## config.mk

```make
export PLATFORM = sky130hd
export DESIGN_NAME = alu_pipelined
export DESIGN_NICKNAME = d
export VERILOG_FILES = /design/src/rtl/alu_pipelined.sv
export SDC_FILE = /design/constraint.sdc
export NUM_CORES = 1
export LEC_CHECK = 0
export CAP_MARGIN = 25
export CORE_AREA = 2 2 133 135
export CTS_CLUSTER_SIZE = 10
export DETAILED_ROUTE_END_ITERATION = 7
export DIE_AREA = 0 0 135 137
export HOLD_SLACK_MARGIN = 0.03
export PLACE_DENSITY = 0.83
export SLEW_MARGIN = 20
export SYNTH_ARGS = -nofsm -noshare
export SYNTH_HDL_FRONTEND = slang
export SYNTH_SLANG_ARGS = --single-unit
export TNS_END_PERCENT = 100
```

## constraint.sdc

```tcl
create_clock -name clk -period 5.1 [get_ports clk]
set_input_delay 1.02 -clock clk [delete_from_list [all_inputs] [get_ports clk]]
set_output_delay 1.02 -clock clk [all_outputs]
set_load 0.05 [all_outputs]
```

## src/rtl/alu_pipelined.sv

```systemverilog
// Handshaked RV32I-style ALU with registered result and branch-compare flags.
// Shifts use a barrel shifter or, with SHIFT_ITER=1, a 1-bit-per-cycle shifter.
module alu_pipelined #(
    parameter int WIDTH      = 32,
    parameter int SHIFT_ITER = 0,
    localparam int SHW       = $clog2(WIDTH)
) (
    input  logic             clk,
    input  logic             reset,
    input  logic             in_valid,
    output logic             in_ready,
    input  logic [WIDTH-1:0] data1,
    input  logic [WIDTH-1:0] data2,
    input  logic [3:0]       select,
    output logic             out_valid,
    input  logic             out_ready,
    output logic [WIDTH-1:0] result,
    output logic             eq,
    output logic             lt,
    output logic             ltu
);

    localparam logic [3:0] OP_AND  = 4'b0000;
    localparam logic [3:0] OP_OR   = 4'b0001;
    localparam logic [3:0] OP_ADD  = 4'b0010;
    localparam logic [3:0] OP_XOR  = 4'b0011;
    localparam logic [3:0] OP_SLL  = 4'b0100;
    localparam logic [3:0] OP_SRL  = 4'b0101;
    localparam logic [3:0] OP_SUB  = 4'b0110;
    localparam logic [3:0] OP_SRA  = 4'b0111;
    localparam logic [3:0] OP_SLT  = 4'b1000;
    localparam logic [3:0] OP_SLTU = 4'b1001;
    localparam logic [3:0] OP_PASS = 4'b1010;

    localparam logic [SHW-1:0] CNT_ZERO = {SHW{1'b0}};
    localparam logic [SHW-1:0] CNT_ONE  = {{(SHW-1){1'b0}}, 1'b1};

    typedef enum logic [1:0] {
        ST_IDLE  = 2'b00,
        ST_SHIFT = 2'b01,
        ST_DONE  = 2'b10
    } state_t;

    function automatic logic is_shift(input logic [3:0] op);
        is_shift = (op == OP_SLL) || (op == OP_SRL) || (op == OP_SRA);
    endfunction

    function automatic logic [WIDTH-1:0] alu_calc(input logic [3:0] op,
                                                  input logic [WIDTH-1:0] a,
                                                  input logic [WIDTH-1:0] b);
        logic [SHW-1:0] sh;
        sh = b[SHW-1:0];
        case (op)
            OP_AND:  alu_calc = a & b;
            OP_OR:   alu_calc = a | b;
            OP_ADD:  alu_calc = a + b;
            OP_XOR:  alu_calc = a ^ b;
            OP_SLL:  alu_calc = a << sh;
            OP_SRL:  alu_calc = a >> sh;
            OP_SUB:  alu_calc = a - b;
            OP_SRA:  alu_calc = $unsigned($signed(a) >>> sh);
            OP_SLT:  alu_calc = {{(WIDTH-1){1'b0}}, ($signed(a) < $signed(b))};
            OP_SLTU: alu_calc = {{(WIDTH-1){1'b0}}, (a < b)};
            OP_PASS: alu_calc = b;
            default: alu_calc = {WIDTH{1'b0}};
        endcase
    endfunction

    // One iteration of the serial shifter in the direction of the opcode.
    function automatic logic [WIDTH-1:0] shift_step(input logic [3:0] op,
                                                    input logic [WIDTH-1:0] v);
        case (op)
            OP_SLL:  shift_step = {v[WIDTH-2:0], 1'b0};
            OP_SRL:  shift_step = {1'b0, v[WIDTH-1:1]};
            OP_SRA:  shift_step = {v[WIDTH-1], v[WIDTH-1:1]};
            default: shift_step = v;
        endcase
    endfunction

    state_t           state_r, state_s;
    logic [WIDTH-1:0] result_r, result_s;
    logic [WIDTH-1:0] shreg_r, shreg_s;
    logic [SHW-1:0]   cnt_r, cnt_s;
    logic [3:0]       op_r, op_s;
    logic             eq_r, eq_s, lt_r, lt_s, ltu_r, ltu_s;
    logic             out_valid_r, out_valid_s;
    logic             in_ready_s, accept_s, iter_start_s;
    logic [WIDTH-1:0] step_s;

    // Acceptance: idle, or a result leaving this cycle makes room for the next.
    always_comb begin
        in_ready_s = 1'b0;
        if (!reset && ((state_r == ST_IDLE) || ((state_r == ST_DONE) && out_ready))) begin
            in_ready_s = 1'b1;
        end else begin
            in_ready_s = 1'b0;
        end
    end

    assign accept_s     = in_valid && in_ready_s;
    assign iter_start_s = (SHIFT_ITER != 0) && is_shift(select) && (data2[SHW-1:0] != CNT_ZERO);
    assign step_s       = shift_step(op_r, shreg_r);

    // Next-state and next-register computation for the IDLE/SHIFT/DONE sequencer.
    always_comb begin
        state_s     = state_r;
        result_s    = result_r;
        shreg_s     = shreg_r;
        cnt_s       = cnt_r;
        op_s        = op_r;
        eq_s        = eq_r;
        lt_s        = lt_r;
        ltu_s       = ltu_r;
        out_valid_s = out_valid_r;
        case (state_r)
            ST_IDLE, ST_DONE: begin
                if (accept_s) begin
                    op_s  = select;
                    eq_s  = (data1 == data2);
                    lt_s  = ($signed(data1) < $signed(data2));
                    ltu_s = (data1 < data2);
                    if (iter_start_s) begin
                        shreg_s     = data1;
                        cnt_s       = data2[SHW-1:0];
                        state_s     = ST_SHIFT;
                        out_valid_s = 1'b0;
                    end else begin
                        result_s    = alu_calc(select, data1, data2);
                        cnt_s       = CNT_ZERO;
                        state_s     = ST_DONE;
                        out_valid_s = 1'b1;
                    end
                end else if ((state_r == ST_DONE) && out_ready) begin
                    state_s     = ST_IDLE;
                    out_valid_s = 1'b0;
                end else begin
                    state_s = state_r;
                end
            end
            ST_SHIFT: begin
                // The count holds the shifts still owed, including this cycle's.
                if (cnt_r == CNT_ONE) begin
                    result_s    = step_s;
                    cnt_s       = CNT_ZERO;
                    state_s     = ST_DONE;
                    out_valid_s = 1'b1;
                end else begin
                    shreg_s = step_s;
                    cnt_s   = cnt_r - CNT_ONE;
                end
            end
            default: begin
                state_s     = ST_IDLE;
                out_valid_s = 1'b0;
            end
        endcase
    end

    // State and output registers with synchronous reset.
    always_ff @(posedge clk) begin
        if (reset) begin
            state_r     <= ST_IDLE;
            result_r    <= {WIDTH{1'b0}};
            shreg_r     <= {WIDTH{1'b0}};
            cnt_r       <= CNT_ZERO;
            op_r        <= 4'b0000;
            eq_r        <= 1'b0;
            lt_r        <= 1'b0;
            ltu_r       <= 1'b0;
            out_valid_r <= 1'b0;
        end else begin
            state_r     <= state_s;
            result_r    <= result_s;
            shreg_r     <= shreg_s;
            cnt_r       <= cnt_s;
            op_r        <= op_s;
            eq_r        <= eq_s;
            lt_r        <= lt_s;
            ltu_r       <= ltu_s;
            out_valid_r <= out_valid_s;
        end
    end

    assign in_ready  = in_ready_s;
    assign out_valid = out_valid_r;
    assign result    = result_r;
    assign eq        = eq_r;
    assign lt        = lt_r;
    assign ltu       = ltu_r;

endmodule

```

* After elaboration in Yosys (flattened, before gate mapping) *
Cells that the tools add are included.

operators by class
  add/sub/neg operators = 3
  order comparisons = 2
  eq/ne operators = 20
  shift-type cells = 3
  mux-type cells = 17
  bitwise logic cells = 4
  reductions and logical operators = 14

operators by type and width
  cell                                                                    number
  32-bit one-hot mux with 11 select lines                                 1
  32-bit one-hot mux with 3 select lines                                  1
  32-bit less-than comparator                                             2
  32-bit 2-to-1 mux                                                       2
  32-bit one-hot mux with 2 select lines                                  1
  32-bit adder                                                            1
  32-bit bitwise AND                                                      1
  32-bit equality test                                                    1
  32-bit bitwise OR                                                       1
  32-bit by 5-bit left shift with 32-bit output                           1
  32-bit by 5-bit right shift with 32-bit output                          1
  32-bit by 5-bit >>> shifter with 32-bit output                          1
  32-bit subtractor                                                       1
  32-bit XOR                                                              1
  4-bit by 3-bit equality test with 1-bit output (second input constant)  7
  4-bit equality test (second input constant)                             3
  5-bit 2-to-1 mux                                                        2
  5-bit one-hot mux with 2 select lines                                   1
  4-bit by 2-bit equality test with 1-bit output (second input constant)  2
  2-bit AND reduction                                                     4
  2-bit 2-to-1 mux                                                        3
  5-bit by 1-bit equality test with 1-bit output (second input constant)  1
  5-bit by 1-bit subtractor with 5-bit output (second input constant)     1
  4-bit by 1-bit equality test with 1-bit output (second input constant)  1
  other kinds (16)                                                        22

word-level totals
  register bits after elaboration = 79
  input bits = 72
  output and inout port bits = 37

* Logic depth before layout (Yosys ltp) *
  word-level depth = 8
  gate-level depth with buffers = 17
  depth with buffers taken out = 13

* Worst setup path before layout *
Ideal clock, no wire load.

  path type = input -> register
  start = input data2[2]
  end = register result_r[24], in the netlist result[24]
  arrival = 4702 ps
  path slack = 281 ps
  cell stages on the path = 17
  buffers on the path = 5
  cells stage by stage = clkbuf_1 -> clkbuf_1 -> inv_1 -> clkbuf_1 -> clkbuf_1 -> ha_1 -> buf_2 -> o21bai_1 -> a211o_1 -> a21o_1 -> a21o_1 -> a211oi_2 -> o31a_4 -> o21ai_4 -> a31oi_1 -> or4b_1 -> a22o_1

between the ends
  word-level cells in the longest chain between the ends = 4

RTL lines
  element                                          RTL line  text
  start, declared                                  13        input logic [WIDTH-1:0] data2,
  32-bit subtractor, or another cell as far along  60        OP_SUB: alu_calc = a - b;
  32-bit one-hot mux with 11 select lines (*)      53        case (op)
  32-bit 2-to-1 mux (*)                            117       if (accept_s) begin
  32-bit one-hot mux with 2 select lines (*)       115       case (state_r)
  end signal, assigned                             163       result_r <= {WIDTH{1'b0}};
  end signal, assigned                             173       result_r <= result_s;
  end, declared                                    81        logic [WIDTH-1:0] result_r, result_s;

Mark *: on every way between the ends. The rest lies on a longest branch, timed or not. The select of a mux whose other input is x is not followed.
A chain may end at the register's enable or synchronous reset.

* Worst setup path in the final report *
  start = input data1[1]
  end = register result_r[31], in the netlist result[31]

between the ends
  word-level cells in the longest chain between the ends = 4

RTL lines
  element                                          RTL line  text
  start, declared                                  12        input logic [WIDTH-1:0] data1,
  32-bit subtractor, or another cell as far along  60
  32-bit one-hot mux with 11 select lines (*)      53
  32-bit 2-to-1 mux (*)                            117
  32-bit one-hot mux with 2 select lines (*)       115

Marks and branches as above.

==> qor.txt <==
Result of the run: complete, but fails checks
Violated checks: DRC
Number of warnings reported in the yosys synthesis log: 0
Share of synthesized flip-flops with an asynchronous set or reset: 0%
I/O pins: 109
Post-synthesis cell count: 1482
Most numerous cell on the critical path: sky130_fd_sc_hd__o21ai_0
Clock latency of the later-clocked register in the worst-skew pair: 300 ps
Clock edge transition at the registers on the reported setup and hold paths: 80 ps
Kind of critical path: in -> reg
Cell-by-cell listing of the critical path: clkdlybuf4s50_1 -> inv_1 -> ha_1 -> a211oi_1 -> o21ai_0 -> o2111ai_1 -> a21oi_1 -> o41ai_1 -> o21a_1 -> o21ai_0 -> a21o_1 -> o221a_2 -> o32ai_1
LEAKAGE: 0.00486 uW
TNS Setup: 0 ps
Data arrival time of the worst path: 4690 ps
Critical-path cell with the highest stage delay: sky130_fd_sc_hd__o41ai_1
Worst hold slack: 457 ps
Die Y: 137 um
Synth Register Bits: 36
Most repeated cell in the gate-level netlist after synthesis: sky130_fd_sc_hd__a21oi_1
Syn Nets: 1660
Number of clock buffers inserted by TritonCTS: 5
Main flop type after synthesis: sky130_fd_sc_hd__dfxtp_1
Final count of pins violating max slew: 0
Synth area leaders: sky130_fd_sc_hd__ha_1, sky130_fd_sc_hd__a21oi_1, sky130_fd_sc_hd__dfxtp_1, sky130_fd_sc_hd__mux4_2, sky130_fd_sc_hd__o21ai_0
Number of hold buffers added after CTS: 0
Sequential-to-total area share from yosys stat: 7.15%
Maximum fanout count along the critical path: 5
Share of the clock period used by the worst path after layout: 87.8%
Maximum level of the CTS H-tree: 2
Initial DRC Count: 2543
Origin of the worst setup path: data1[1]
Wire length of the first global-routing pass: 71600 um
Cell row count: 48
Number of clock sinks seen by CTS: 36
Largest net degree at the start of global routing: 87
Number of nets in the layout: 1738
First-pass iteration count of the detailed router: 8
Least setup slack across all paths after layout: 621 ps
GRT overflow: 0
Critical hold path startpoint: result[2]$_SDFFE_PP0P_
Antenna violations before repair: 0
WL per Instance: 27.1 um
Number of antenna-violating nets in the routed design: 0
Overall die area: 0.0185 mm2
Element type at the critical path start: input pin
Clock tree from TritonCTS: yes
Total inserted antenna cells: 0
Largest area contributor in the synthesized netlist: sky130_fd_sc_hd__ha_1
Maximum vdd ir drop: 0.147 mV
Horizontal die dimension: 135 um
Root cell of the clock tree: sky130_fd_sc_hd__clkbuf_16
Area of the placeable core: 0.0171 mm2
Share of final-layout standard cells stronger than drive strength 1: 9.61%
Worst clock skew on the final layout: 12.0 ps
Slowest cell delay on critical path: 570 ps
Setup repair after global routing missed its margin: false
Overall global routing resource usage: 51.3%
Worst r2r src: out_valid$_SDFFE_PP0P_
Element type at the critical path end: flop
Post-CTS Setup Repair Bufs: 0
Number of vias per cell after detailed routing: 7.34
Min-delay worst type: reg -> reg
Final HPWL from detailed placement: 37100 um
Count of vias placed by the detailed router: 13111
Worst-margin pin slew: 878 ps
Post-Place Setup Slack: 427 ps
Vias in the first global route: 12030
Routability cong.: 1.11
Number of buffers on the longest clock path: 2
Average footprint of a synthesized cell: 6.80 um2
Total of endpoints with negative setup slack in the final report: 0
Starting density of the core: 59.1%
Number of instances resized during post-cts repair: 0
Power per unit of standard cell area: 162 mW/mm2
Drt total wl: 48400 um
Top achievable clock speed: 0.223 GHz
Number of enable flip-flop cells after synthesis: 0
Family with the most delay on the worst path: compound AO/OA/AOI/OAI gates
Number of DRC violations after detailed routing: 2
Minimum period implied by the final worst setup slack: 4480 ps
Maximum Capacitance Violations: 0
Most frequent cells after synthesis: sky130_fd_sc_hd__a21oi_1, sky130_fd_sc_hd__nor2_1, sky130_fd_sc_hd__nand2_1
Post-synthesis instance area: 0.0101 mm2
Quantity of I/O buffers inserted on ports: 108
Number of distinct library cells after synthesis: 77
Data required time at the worst endpoint: 5310 ps
CP bufs+invs: 2
Fin. Hold Viols: 0
Area delta synth->final: 16.4%
Top-area cell type share of the netlist area: 12.9%
Slew headroom: 40.9%
-- tightest hold or removal path: stages (launching register included) --
cell	delay (ps)
sky130_fd_sc_hd__dfxtp_1	320
sky130_fd_sc_hd__nand2_1	50
sky130_fd_sc_hd__o21ai_0	50
-- power breakdown --
group / switching (uW) / total (uW) / internal (uW)
logic: 806 / 1260 / 456
clock network: 155 / 336 / 181
registers: 10.2 / 305 / 294
total: 971 / 1900 / 932
-- kinds of logic after synthesis --
family	share of synthesized area (%)
compound gates	37.0
flops	7.15
mux	11.6
xor+xnor	2.00
buf+inv	8.20
simple gates	20.8
fa+ha+maj	13.3
-- layer usage --
layer,up-vias,part of all wire (%),wire [um],global-route usage [%]
met3,314,14,6990,16.4
li1,5655,-,-,-
met1,5939,35,16900,61.4
met2,1203,41,19800,77.1
met4,0,9.8,4720,37.2
met5,-,0,0,0
-- area by class of cell --
| class | count | area [um2] |
|---|---|---|
| Clock inverter | 3 | 18.8 |
| Clock buffer | 5 | 125 |
| Timing Repair Buffer | 187 | 1680 |
| Inverter | 96 | 360 |
| Multi-Input combinational cell | 1234 | 8540 |
| Fill cell | 1549 | 5330 |
| Tap cell | 225 | 282 |
| Sequential cell | 36 | 721 |
-- cell usage in the layout (no fill, tap or decap), types with 8 or more instances in the layout --
master / n
sky130_fd_sc_hd__nor3_1: 24
sky130_fd_sc_hd__a221oi_1: 28
sky130_fd_sc_hd__a211oi_1: 46
sky130_fd_sc_hd__o31ai_1: 13
sky130_fd_sc_hd__a311oi_1: 9
sky130_fd_sc_hd__and3_1: 10
sky130_fd_sc_hd__nor2b_1: 19
sky130_fd_sc_hd__mux2_2: 8
sky130_fd_sc_hd__clkdlybuf4s50_1: 104
sky130_fd_sc_hd__o21a_1: 8
sky130_fd_sc_hd__o21ai_0: 120
sky130_fd_sc_hd__a21o_1: 22
sky130_fd_sc_hd__a221o_1: 8
sky130_fd_sc_hd__o221ai_1: 9
sky130_fd_sc_hd__nand4_1: 9
sky130_fd_sc_hd__o22ai_1: 10
sky130_fd_sc_hd__buf_4: 78
sky130_fd_sc_hd__a22oi_1: 9
sky130_fd_sc_hd__a31oi_1: 14
sky130_fd_sc_hd__nand3_1: 22
sky130_fd_sc_hd__dfxtp_1: 36
sky130_fd_sc_hd__a21oi_1: 170
sky130_fd_sc_hd__ha_1: 104
sky130_fd_sc_hd__o21bai_1: 16
sky130_fd_sc_hd__a22o_1: 8
sky130_fd_sc_hd__and2_1: 10
sky130_fd_sc_hd__a2111oi_0: 8
sky130_fd_sc_hd__nand2b_1: 15
sky130_fd_sc_hd__nor4_1: 15
sky130_fd_sc_hd__nor2_1: 157
sky130_fd_sc_hd__mux4_2: 32
sky130_fd_sc_hd__mux2i_1: 36
sky130_fd_sc_hd__xnor2_1: 20
sky130_fd_sc_hd__o211ai_1: 19
sky130_fd_sc_hd__nand2_1: 148
sky130_fd_sc_hd__inv_1: 94
-- final timing paths --
check | endpoint | slack, ps | cells after the start
worst max register to register | result[30]$_SDFFE_PP0P_ | 2610 | 10
worst max-delay path | result[31]$_SDFFE_PP0P_ | 620 | 13
worst min-delay path | result[2]$_SDFFE_PP0P_ | 460 | 2
worst min register to register | result[2]$_SDFFE_PP0P_ | 460 | 2
-- sequential cells by signal, summed over array words and instances, names as in the netlist --
register	count
ltu	1
lt	1
eq	1
out_valid	1
result	32
-- per-stage QoR --
step | power [uW] | utilization [%] | area (um2) | instances
5_1_grt | 1960 | 68.8 | 11700 | 1786
4_1_cts | 1830 | 68.8 | 11700 | 1786
3_5_place_dp | 1500 | 67.9 | 11600 | 1778
2_1_floorplan | 1070 | - | 10100 | 1482
6_report | 1900 | 68.8 | 11700 | 1786
3_3_place_gp | 1490 | 67.9 | 11600 | 1778
Power figures use the tool's default switching activity.
